$ cat src/rtl/instr_fetch_unit.sv
// -----------------------------------------------------------------------------
// instr_fetch_unit
//   Fetches one instruction word at a time from instruction memory, holds it
//   for the datapath until it is consumed, then computes the next PC from the
//   redirect controls (register jump, PC-relative jump, taken branch or
//   sequential). Accepting a TRAP opcode parks the unit in HALT until reset.
//
// Ports
//   clk, reset            : rising-edge clock, asynchronous active-high reset
//   imem_req / imem_addr  : read request and byte address (= PC) to memory
//   imem_ack / imem_rdata : read data valid / instruction word (bit 0 = MSB)
//   instruction           : registered word presented to control logic
//   instr_valid           : instruction holds a live word
//   instr_ready           : datapath consumes the word this cycle
//   BRANCH, BR_TAKEN,
//   JUMP, JUMP_REG        : redirect controls, sampled only on acceptance
//   reg_target            : register jump target (JR/JALR)
//   link_pc               : PC+4 of the held instruction (JAL write-back)
//   instr_count           : number of accepted instructions (wraps at 2^32)
//   halted                : a TRAP has been accepted
// -----------------------------------------------------------------------------
module instr_fetch_unit #(
  parameter logic [0:31] RESET_PC = 32'h00000000
) (
  input  logic        clk,
  input  logic        reset,
  output logic        imem_req,
  output logic [0:31] imem_addr,
  input  logic        imem_ack,
  input  logic [0:31] imem_rdata,
  output logic [0:31] instruction,
  output logic        instr_valid,
  input  logic        instr_ready,
  input  logic        BRANCH,
  input  logic        BR_TAKEN,
  input  logic        JUMP,
  input  logic        JUMP_REG,
  input  logic [0:31] reg_target,
  output logic [0:31] link_pc,
  output logic [0:31] instr_count,
  output logic        halted
);

  typedef enum logic [1:0] {
    FETCH = 2'd0,
    HOLD  = 2'd1,
    HALT  = 2'd2
  } state_t;

  localparam logic [0:5] OPC_TRAP = 6'h11;

  state_t      state_q, state_d;
  logic [0:31] pc_q, pc_d;
  logic [0:31] link_q, link_d;
  logic [0:31] instr_q, instr_d;
  logic [0:31] count_q, count_d;
  logic        halted_q, halted_d;
  logic        req_q, req_d;
  logic        valid_q, valid_d;
  logic [0:31] next_pc_s;

  // Sign-extend the 26-bit jump displacement (bit 0 is its sign).
  function automatic logic [0:31] sext26(input logic [0:25] imm);
    return {{6{imm[0]}}, imm};
  endfunction

  // Sign-extend the 16-bit branch displacement (bit 0 is its sign).
  function automatic logic [0:31] sext16(input logic [0:15] imm);
    return {{16{imm[0]}}, imm};
  endfunction

  // Redirect target for the held instruction, highest priority first.
  // link_q already equals pc+4, so relative targets build on it.
  always_comb begin
    next_pc_s = link_q;
    if (JUMP_REG) begin
      next_pc_s = reg_target;
    end else if (JUMP) begin
      next_pc_s = link_q + sext26(instr_q[6:31]);
    end else if (BRANCH && BR_TAKEN) begin
      next_pc_s = link_q + sext16(instr_q[16:31]);
    end else begin
      next_pc_s = link_q;
    end
  end

  // Next-state and next-register computation for the fetch FSM.
  always_comb begin
    state_d = state_q;
    pc_d    = pc_q;
    instr_d = instr_q;
    count_d = count_q;
    case (state_q)
      FETCH: begin
        // req_q gates the ack so a straggling ack in the cycle right after
        // reset (request not yet issued) is not mistaken for data.
        if (req_q && imem_ack) begin
          instr_d = imem_rdata;
          state_d = HOLD;
        end else begin
          state_d = FETCH;
        end
      end
      HOLD: begin
        if (instr_ready) begin
          pc_d    = next_pc_s;
          count_d = count_q + 32'd1;
          if (instr_q[0:5] == OPC_TRAP) begin
            state_d = HALT;
          end else begin
            state_d = FETCH;
          end
        end else begin
          state_d = HOLD;
        end
      end
      HALT: begin
        state_d = HALT;
      end
      default: begin
        state_d = FETCH;
      end
    endcase
    // Outputs are registered, so they are derived from the next state.
    req_d    = (state_d == FETCH);
    valid_d  = (state_d == HOLD);
    halted_d = (state_d == HALT);
    link_d   = pc_d + 32'd4;
  end

  // State and datapath registers with asynchronous reset.
  always_ff @(posedge clk or posedge reset) begin
    if (reset) begin
      state_q  <= FETCH;
      pc_q     <= RESET_PC;
      link_q   <= RESET_PC + 32'd4;
      instr_q  <= 32'h00000000;
      count_q  <= 32'h00000000;
      halted_q <= 1'b0;
      req_q    <= 1'b0;
      valid_q  <= 1'b0;
    end else begin
      state_q  <= state_d;
      pc_q     <= pc_d;
      link_q   <= link_d;
      instr_q  <= instr_d;
      count_q  <= count_d;
      halted_q <= halted_d;
      req_q    <= req_d;
      valid_q  <= valid_d;
    end
  end

  assign imem_req    = req_q;
  assign imem_addr   = pc_q;
  assign instruction = instr_q;
  assign instr_valid = valid_q;
  assign link_pc     = link_q;
  assign instr_count = count_q;
  assign halted      = halted_q;

endmodule

$ cat config.mk
export PLATFORM = sky130hd
export DESIGN_NAME = instr_fetch_unit
export DESIGN_NICKNAME = d
export VERILOG_FILES = /design/src/rtl/instr_fetch_unit.sv
export SDC_FILE = /design/constraint.sdc
export NUM_CORES = 1
export LEC_CHECK = 0
export BUFFER_PORTS_ARGS = -buffer_cell sky130_fd_sc_hd__buf_2
export CORE_ASPECT_RATIO = 1.2
export CORE_MARGIN = 2
export CORE_UTILIZATION = 45
export CTS_CLUSTER_SIZE = 16
export DETAILED_ROUTE_END_ITERATION = 12
export PLACE_DENSITY = 0.68
export SLEW_MARGIN = 25
export SYNTH_ARGS = -nofsm -noshare
export SYNTH_HDL_FRONTEND = slang
export SYNTH_SLANG_ARGS = --single-unit
$ cat constraint.sdc
create_clock -name clk -period 4.5 [get_ports clk]
set_input_delay 0 -clock clk [delete_from_list [all_inputs] [get_ports clk]]
set_output_delay 0 -clock clk [all_outputs]
set_load 0.01 [all_outputs]
== Word-level counts from Yosys, hierarchy flattened ==
Index checks and enable logic that the tools add are counted.
Storage, ports and cells
  bits in registers: 133
  input bits: 72
Cells by class
  muxes and demuxes: 9
  eq/ne operators: 5
  reductions and logical operators: 6
  add/subtract/negate cells: 4
Operators with widths (count)
  2-to-1 mux 32 bit: 5
  adder 32 bit: 2
  adder 32 x 1 -> 32 bit (second input constant): 1
  adder 32 x 3 -> 32 bit (second input constant): 1
  equality test 6 x 5 -> 1 bit (second input constant): 1
  one-hot mux 2 bit (3 select lines): 1
  equality test 2 x 1 -> 1 bit (second input constant): 2
  equality test 2 bit (second input constant): 2
  zero test 2 bit: 2
  2-to-1 mux 2 bit: 2
  AND reduction 2 bit: 2
  logical AND 1 bit: 2
  2-to-1 mux 1 bit: 1

== Longest topological paths before layout ==
Gate-level depths: netlist of run 1.
  depth in word-level cells: 7
  gate-level depth with buffers: 14
  gate-level depth less buffers: 14

== Worst setup path after synthesis of run 1 ==
No wires, ideal clock.
  kind: reg-to-reg
  from: register link_q, in the netlist link_pc[31]
  to: register link_q, in the netlist link_pc[2]
  buffers on the path: 0
  clock period less this slack: 3.757 ns
  data required time: 4.360 ns
  slack: 0.743 ns
  arrival: 3.617 ns
  cell stages (with the launch flop): 14
  path through: dfrtp_1 > ha_1 > fa_1 > a21oi_2 > o2111a_1 > or4_4 > and3_2 > mux2i_1 > a211o_1 > a2111oi_4 > nand4_2 > nor4b_4 > nand3_1 > xnor2_1
Between the ends
  cells in the longest elaborated chain, start to end: 7
  elaborated cells on any way between the ends: 8
RTL lines
  from (decl): RTL line 54  | logic [0:31] link_q, link_d;
  from (signal assigned): RTL line 136  | link_q <= RESET_PC + 32'd4;
  from (signal assigned): RTL line 145  | link_q <= link_d;
  adder 32 bit: RTL line 81  | next_pc_s = link_q + sext16(instr_q[16:31]);
  2-to-1 mux 32 bit: RTL line 80  | end else if (BRANCH && BR_TAKEN) begin
  2-to-1 mux 32 bit (*): RTL line 78  | end else if (JUMP) begin
  2-to-1 mux 32 bit (*): RTL line 76  | if (JUMP_REG) begin
  2-to-1 mux 32 bit (*): RTL line 105  | if (instr_ready) begin
  2-to-1 mux 32 bit (*): RTL line 93  | case (state_q)
  adder 32 x 3 -> 32 bit (*): RTL line 128  | link_d = pc_d + 32'd4;
  named net link_d (one bit): RTL line 54
Mark *: on every way through the listed nets, which the timed path passes. The rest lies on a longest branch.
A chain may end at the register's enable or synchronous reset.

== Worst setup path in the final report of run 1 ==
  from: register instr_q, in the netlist instruction[16]
  to: register link_q, in the netlist link_pc[0]
Between the ends
  cells in the longest elaborated chain, start to end: 7
  elaborated cells on any way between the ends: 8
RTL lines
  from (decl): RTL line 55  | logic [0:31] instr_q, instr_d;
  from (signal assigned): RTL line 146  | instr_q <= instr_d;
  adder 32 bit: RTL line 81
  2-to-1 mux 32 bit: RTL line 80
  2-to-1 mux 32 bit (*): RTL line 78
  2-to-1 mux 32 bit (*): RTL line 76
  2-to-1 mux 32 bit (*): RTL line 105
  2-to-1 mux 32 bit (*): RTL line 93
  named net pc_d (one bit): RTL line 53  | logic [0:31] pc_q, pc_d;
  adder 32 x 3 -> 32 bit (*): RTL line 128
  named net link_d (one bit): RTL line 54
Marked as above.

==> results.toml, run 1 <==
[outcome]
run_status = "finished, final reports clean"

[routing]
postRouteAntennaNets = 0
detail_route.drc_violations = 0
drt-total-wl_mm = 32.45
dr.pass1.iters = 5
dr.first_iter.drc_count = 727
wl_per_cell_um = 20.96
vias_per_cell = 6.005
vias = 9296

[layout]
area_growth_from_synthesis_to_layout_pct = 25.36
antenna_cells = 0
layout-drive-gt1-share_pct = 27.05
multi_input_area_um2 = 5615
layout_common_cells = "buf_2, dfrtp_1, nand2_1"
n_fill_cell = 1888
final_nets = 1391
postLayoutCoreUtil_pct = 57.44
seqCellArea_um2 = 3279
most_common_cell_after_layout_fill_and_taps_aside = "buf_2"

[cts]
cts_max_level = 4
cts_num_sinks = 131
ctsLongestPathBuffers = 2
tritoncts = "done"
clock_tree.root_cell = "clkbuf_16"
cts_buffers = 17
clk-insertion-delay-late_ps = 430
postCtsSetupRepairBufs = 0
clk_pin_slew_worst_paths_ps = 70

[place]
detailed_place_hpwl_mm = 24.53
port_buffers = 202
globalplace.congestion = 0.9893

[logic_synthesis]
yosysSeqAreaShare_pct = 35.46
seq_cells_post_synth = 131
synth_async_sr_flop_share_pct = 100.0
synthesis.nets = 1144
syn-cell-area_um2 = 9248
synth_cells = 1023
dominantRegCellSynth = "dfrtp_1"
number_of_synthesis_warnings = 0
synth_enable_flop_cells = 0
netlist-cell-type-count = 89
syn_avg_cell_area_um2 = 9.040

[timing]
worst_pin_slew_ps = 831.7
timing.max_slew.rel_slack_pct = 44.55
setup-violations-final = 0
clock-skew-final_ps = 10.29
post-route-min-period_ps = 4346
tns_ps = 0
final_hold_viol_count = 0
final.period_utilization_pct = 96.59
final-max-slew-violation-count = 0
hold-worst-slack_ps = 30.57
fmax_mhz = 230.1
unrepaired_setup_endpoints_after_global_routing = "false"

[floorplan]
die_w_um = 134.9
fp-row-count = 57
core_region_area_um2 = 20180
fp.dieArea_um2 = 21720
initial_utilization_pct = 45.82
die_height_um = 161.0
pin_count = 203

[setup_path]
critical_path_required_ps = 4810
critPathLaunchType = "flip-flop"
path_type_of_the_worst_setup_path = "flip-flop to flip-flop"
worstSetupEndpointType = "flip-flop"
critical_path_arrival_ps = 4660
worst-path-max-fanout = 13

[global_routing]
global_route_wire_length_before_repair_mm = 50.42
globalRouteTotalUtil_pct = 29.96
largest_net_degree_at_the_start_of_global_routing = 88
antenna_found_initial = 0
grt_pass1_vias = 9286
grt.overflow.total = 0

[power_and_ir_drop]
power.leakage_nw = 5.906
totalPowerFinal_mw = 2.678
power_density_nw_per_um2 = 231.0
worst_ir_drop_vdd_uv = 261.8

[job]
drv_cap = 0

[hold_path]
min_delay_path_class = "input pin to flip-flop"
-- final timing paths --
path,startpoint,to,slack [ps],depth (start not counted)
max,instruction[16],link_pc[0],150,14
min in group asynchronous,reset,instruction[6],300,3
min,reg_target[2],imem_addr[2],30,4
max reg2reg,instruction[16],link_pc[0],150,14
min reg2reg,instr_count[0],instr_count[0],470,1
max in group asynchronous,reset,link_pc[29],3120,4
-- per-stage QoR --
stage | instances | area (um2) | setup slack (ps)
after floorplan | 1023 | 9248 | 742.8
after global placement | 1479 | 10650 | 250.5
after detailed placement | 1479 | 10650 | 197.8
after CTS | 1548 | 11580 | 164.5
after global routing | 1548 | 11590 | 0.7443
final | 1548 | 11590 | 153.5
-- registers in the layout, indices dropped and copies added (netlist names) --
register	count
halted	1
imem_addr	30
imem_req	1
instr_count	32
instr_valid	1
instruction	32
link_pc	32
state_q	2
-- cell families (layout without fill, tap and decap cells) --
kind of cell / after synthesis / in the layout / synth area share, %
AO/OA/AOI/OAI: 286 / 286 / 21.62
XOR/XNOR: 78 / 78 / 7.387
adder cells (fa/ha/maj): 49 / 49 / 6.711
buffers and inverters: 83 / 343 / 4.032
flip-flops: 131 / 131 / 35.46
multiplexers: 44 / 44 / 5.250
AND/OR/NAND/NOR: 352 / 352 / 19.54
-- routing by layer --
layer | global-route usage, % | vias up | wire (um)
met5 | 0 | - | 0
met4 | 13.25 | 0 | 1309
met3 | 4.802 | 92 | 1886
met2 | 51.41 | 398 | 16060
met1 | 37.00 | 4523 | 13200
li1 | - | 4283 | -
-- timing repair --
item	4_1_cts	5_1_grt
endpoints found under the hold margin	124	0
resized for setup	0	4
endpoints found under the setup margin	0	3
hold buffers	37	0
-- power breakdown --
group	total, mW	internal [mW]	switching [mW]	leakage, nW
logic	0.147	0.0601	0.0866	3.81
clock network	1.35	0.740	0.613	0.280
registers	1.18	1.18	0	1.81
total	2.68	1.98	0.699	5.91
-- synth_stat cells (all sizes together) (5+ instances only) --
library cell / n / area share [%]
a2111oi: 8 / 1.2
a211o: 5 / 0.47
a211oi: 15 / 1.4
a21o: 23 / 1.9
a21oi: 69 / 3.9
a221oi: 6 / 0.57
a22oi: 6 / 0.49
a31oi: 11 / 0.81
and2: 5 / 0.38
and3: 22 / 1.5
and4: 7 / 0.66
buf: 24 / 1.6
clkbuf: 27 / 1.1
dfrtp: 130 / 35
ha: 48 / 6.5
inv: 32 / 1.3
mux2: 36 / 4.4
mux2i: 8 / 0.87
nand2: 104 / 4.2
nand2b: 7 / 0.47
nand3: 40 / 2.2
nand3b: 5 / 0.41
nand4: 28 / 2.0
nor2: 75 / 3.0
nor3: 15 / 0.87
nor3b: 6 / 0.49
nor4b: 6 / 0.87
o211ai: 8 / 0.70
o21a: 9 / 0.74
o21ai: 63 / 3.5
o21bai: 7 / 0.57
o221ai: 5 / 0.54
o22ai: 6 / 0.41
or2: 5 / 0.34
or3: 11 / 0.74
xnor2: 53 / 5.0
xor2: 25 / 2.4
-- critical path, cell delays in order (launching register included) --
cell,delay [ps]
dfrtp_1,460
buf_4,240
ha_1,420
and4_1,300
nand2_1,170
a2111oi_1,590
buf_4,220
o31ai_1,90
a21oi_1,170
o21ai_0,160
a31oi_1,420
nand3_1,270
nor4b_4,370
nand3_1,170
xnor2_1,170
-- area by class of cell --
cell class              count  area share (%)
clock buffers              19           3.821
clock inverters            13           1.004
inverters                  32           1.079
multi-input cells         809           48.44
flip-flops and latches    131           28.29
well taps                 265           2.860
repair buffers            279           14.51
(Power assumes the default switching activity.)
==> run 2: changes to the inputs <==
- REMOVE_ABC_BUFFERS: unset -> 1
==> run 2 against run 1 <==
Against the previous run:
- cell count increased by 0.13%
- flip-flop and latch count unchanged
- clock power increased by 8%
- core utilization increased by 0.27 points
- largest power group unchanged
- critical path type unchanged
==> results.toml, run 2 (synthesized netlist as in run 1, its figures left out) <==
[floorplan]
pin_count = 203
initial_utilization_pct = 45.82
fp-row-count = 57
die_w_um = 134.9
core_region_area_um2 = 20180
die_height_um = 161.0
fp.dieArea_um2 = 21720

[place]
dpl-instance-area_um2 = 10650
port_buffers = 202
globalplace.congestion = 1.035
detailed_place_hpwl_mm = 24.88

[job]
drv_cap = 0

[setup_path]
crit_end = "link_pc[0]"
critPathLaunchType = "flip-flop"
critPathLaunch = "link_pc[31]"
path_depth_of_the_worst_reg2reg_path = 14
path_type_of_the_worst_setup_path = "flip-flop to flip-flop"
cp_common_cell = "nand3_1"
worst_path_largest_cell_delay_ps = 450
r2r_end = "link_pc[0]"
critPathSlowestCell = "fa_1"
worstSetupEndpointType = "flip-flop"
worstReg2RegStart = "link_pc[31]"
critical_path_arrival_ps = 4550
reg2reg_slack_ps = 260
worst-path-max-fanout = 5
critical_path_required_ps = 4810
critical_path.cell_chain = "ha_1 > fa_1 > a211o_1 > a21oi_1 > a2111oi_0 > buf_4 > o31ai_1 > and3_1 > o21ai_0 > a31oi_2 > nand3_1 > nor4b_4 > nand3_1 > xnor2_1"

[timing]
worst_pin_slew_ps = 919.0
final-max-slew-violation-count = 0
final_hold_viol_count = 0
final.period_utilization_pct = 94.21
post-route-min-period_ps = 4239
fmax_mhz = 235.9
tns_ps = 0
unrepaired_setup_endpoints_after_global_routing = "false"
clock-skew-final_ps = 10.02
setup-violations-final = 0
timing.max_slew.rel_slack_pct = 37.95

[global_routing]
largest_net_degree_at_the_start_of_global_routing = 82
grt_pass1_vias = 9110
grt.overflow.total = 0
global_route_wire_length_before_repair_mm = 50.69
antenna_found_initial = 1
globalRouteTotalUtil_pct = 30.28

[cts]
clock_tree.root_cell = "clkbuf_16"
ctsLongestPathBuffers = 2
cts_num_sinks = 131
clk_pin_slew_worst_paths_ps = 60
tritoncts = "done"
clk-insertion-delay-late_ps = 430
cts_max_level = 4
cts_buffers = 17

[layout]
layout_common_cells = "buf_2, dfrtp_1, nand2_1"
postLayoutCoreUtil_pct = 57.70
final_area_um2 = 11650
final_nets = 1392
area_growth_from_synthesis_to_layout_pct = 25.94
layout-drive-gt1-share_pct = 27.10
most_common_cell_after_layout_fill_and_taps_aside = "buf_2"
n_fill_cell = 1797

[routing]
postRouteAntennaNets = 0
drt-total-wl_mm = 32.53
detail_route.drc_violations = 0
vias = 9221
dr.pass1.iters = 5
vias_per_cell = 5.949
wl_per_cell_um = 20.99
dr.first_iter.drc_count = 764

[power_and_ir_drop]
power_density_nw_per_um2 = 239.3
power.leakage_nw = 5.897
worst_ir_drop_vdd_uv = 254.1

[hold_path]
min_delay_path_class = "input pin to flip-flop"

[outcome]
run_status = "finished, final reports clean"
-- run 2: through the flow --
step           hold WS [ps]  power (mW)  setup slack, ps  std cells
2_1_floorplan         109.8       1.247            679.5        972
3_3_place_gp          167.9       1.322            296.4       1479
3_5_place_dp          172.3       1.323            327.4       1479
4_1_cts               3.460       2.803            253.2       1549
5_1_grt               44.36       2.868            30.87       1549
6_report              26.74       2.787            260.7       1550
-- run 2: where the power goes --
part	internal, mW	switching (mW)
Combinational	0.0625	0.0866
Sequential	1.18	0
Clock	0.853	0.607
Total	2.09	0.694
-- run 2: layout make-up --
type / instances / area [um2] / area share [%]
sequential: 131 / 3279 / 28.16
clock buffer: 19 / 442.9 / 3.803
multi-input combinational: 809 / 5608 / 48.15
clock inverter: 13 / 165.2 / 1.418
tap: 265 / 331.6 / 2.847
inverter: 32 / 125.1 / 1.074
antenna: 1 / 2.502 / 0.02149
timing repair buffer: 280 / 1692 / 14.53
-- run 2: worst min-delay path by stage --
stage               slack (ps)     startpoint        endpoint  depth (start not counted)
global route                40  reg_target[0]    imem_addr[0]                          4
global placement           170          reset  instr_count[8]                          2
detailed placement         170          reset  instr_count[8]                          2
finish                      30  reg_target[0]    imem_addr[0]                          4
CTS                          3  reg_target[0]    imem_addr[0]                          4
floorplan                  110       JUMP_REG     link_pc[30]                          1
-- run 2: timing repair --
action                                 CTS  global route
setup endpoints to repair                0             2
endpoints found under the hold margin  118             0
setup buffers                            0             0
hold buffers                            38             0
resized for setup                        0             1
-- run 2: layer usage --
| layer | global-route usage, % | share of wire (%) |
|---|---|---|
| met5 | 0 | 0 |
| met4 | 11.63 | 3.3 |
| met2 | 49.26 | 48 |
| met1 | 40.40 | 42 |
| met3 | 5.022 | 6.3 |
-- run 2: critical path, delay by kind of cell (launching register included) --
family                     cells  cell delay, ps
DFF                            1             430
adders and majority gates      2             730
xor gates and xnor gates       1             160
AOI/OAI and AO/OA              6            1650
buffers and inverters          1             210
and+or+nand+nor                4             910
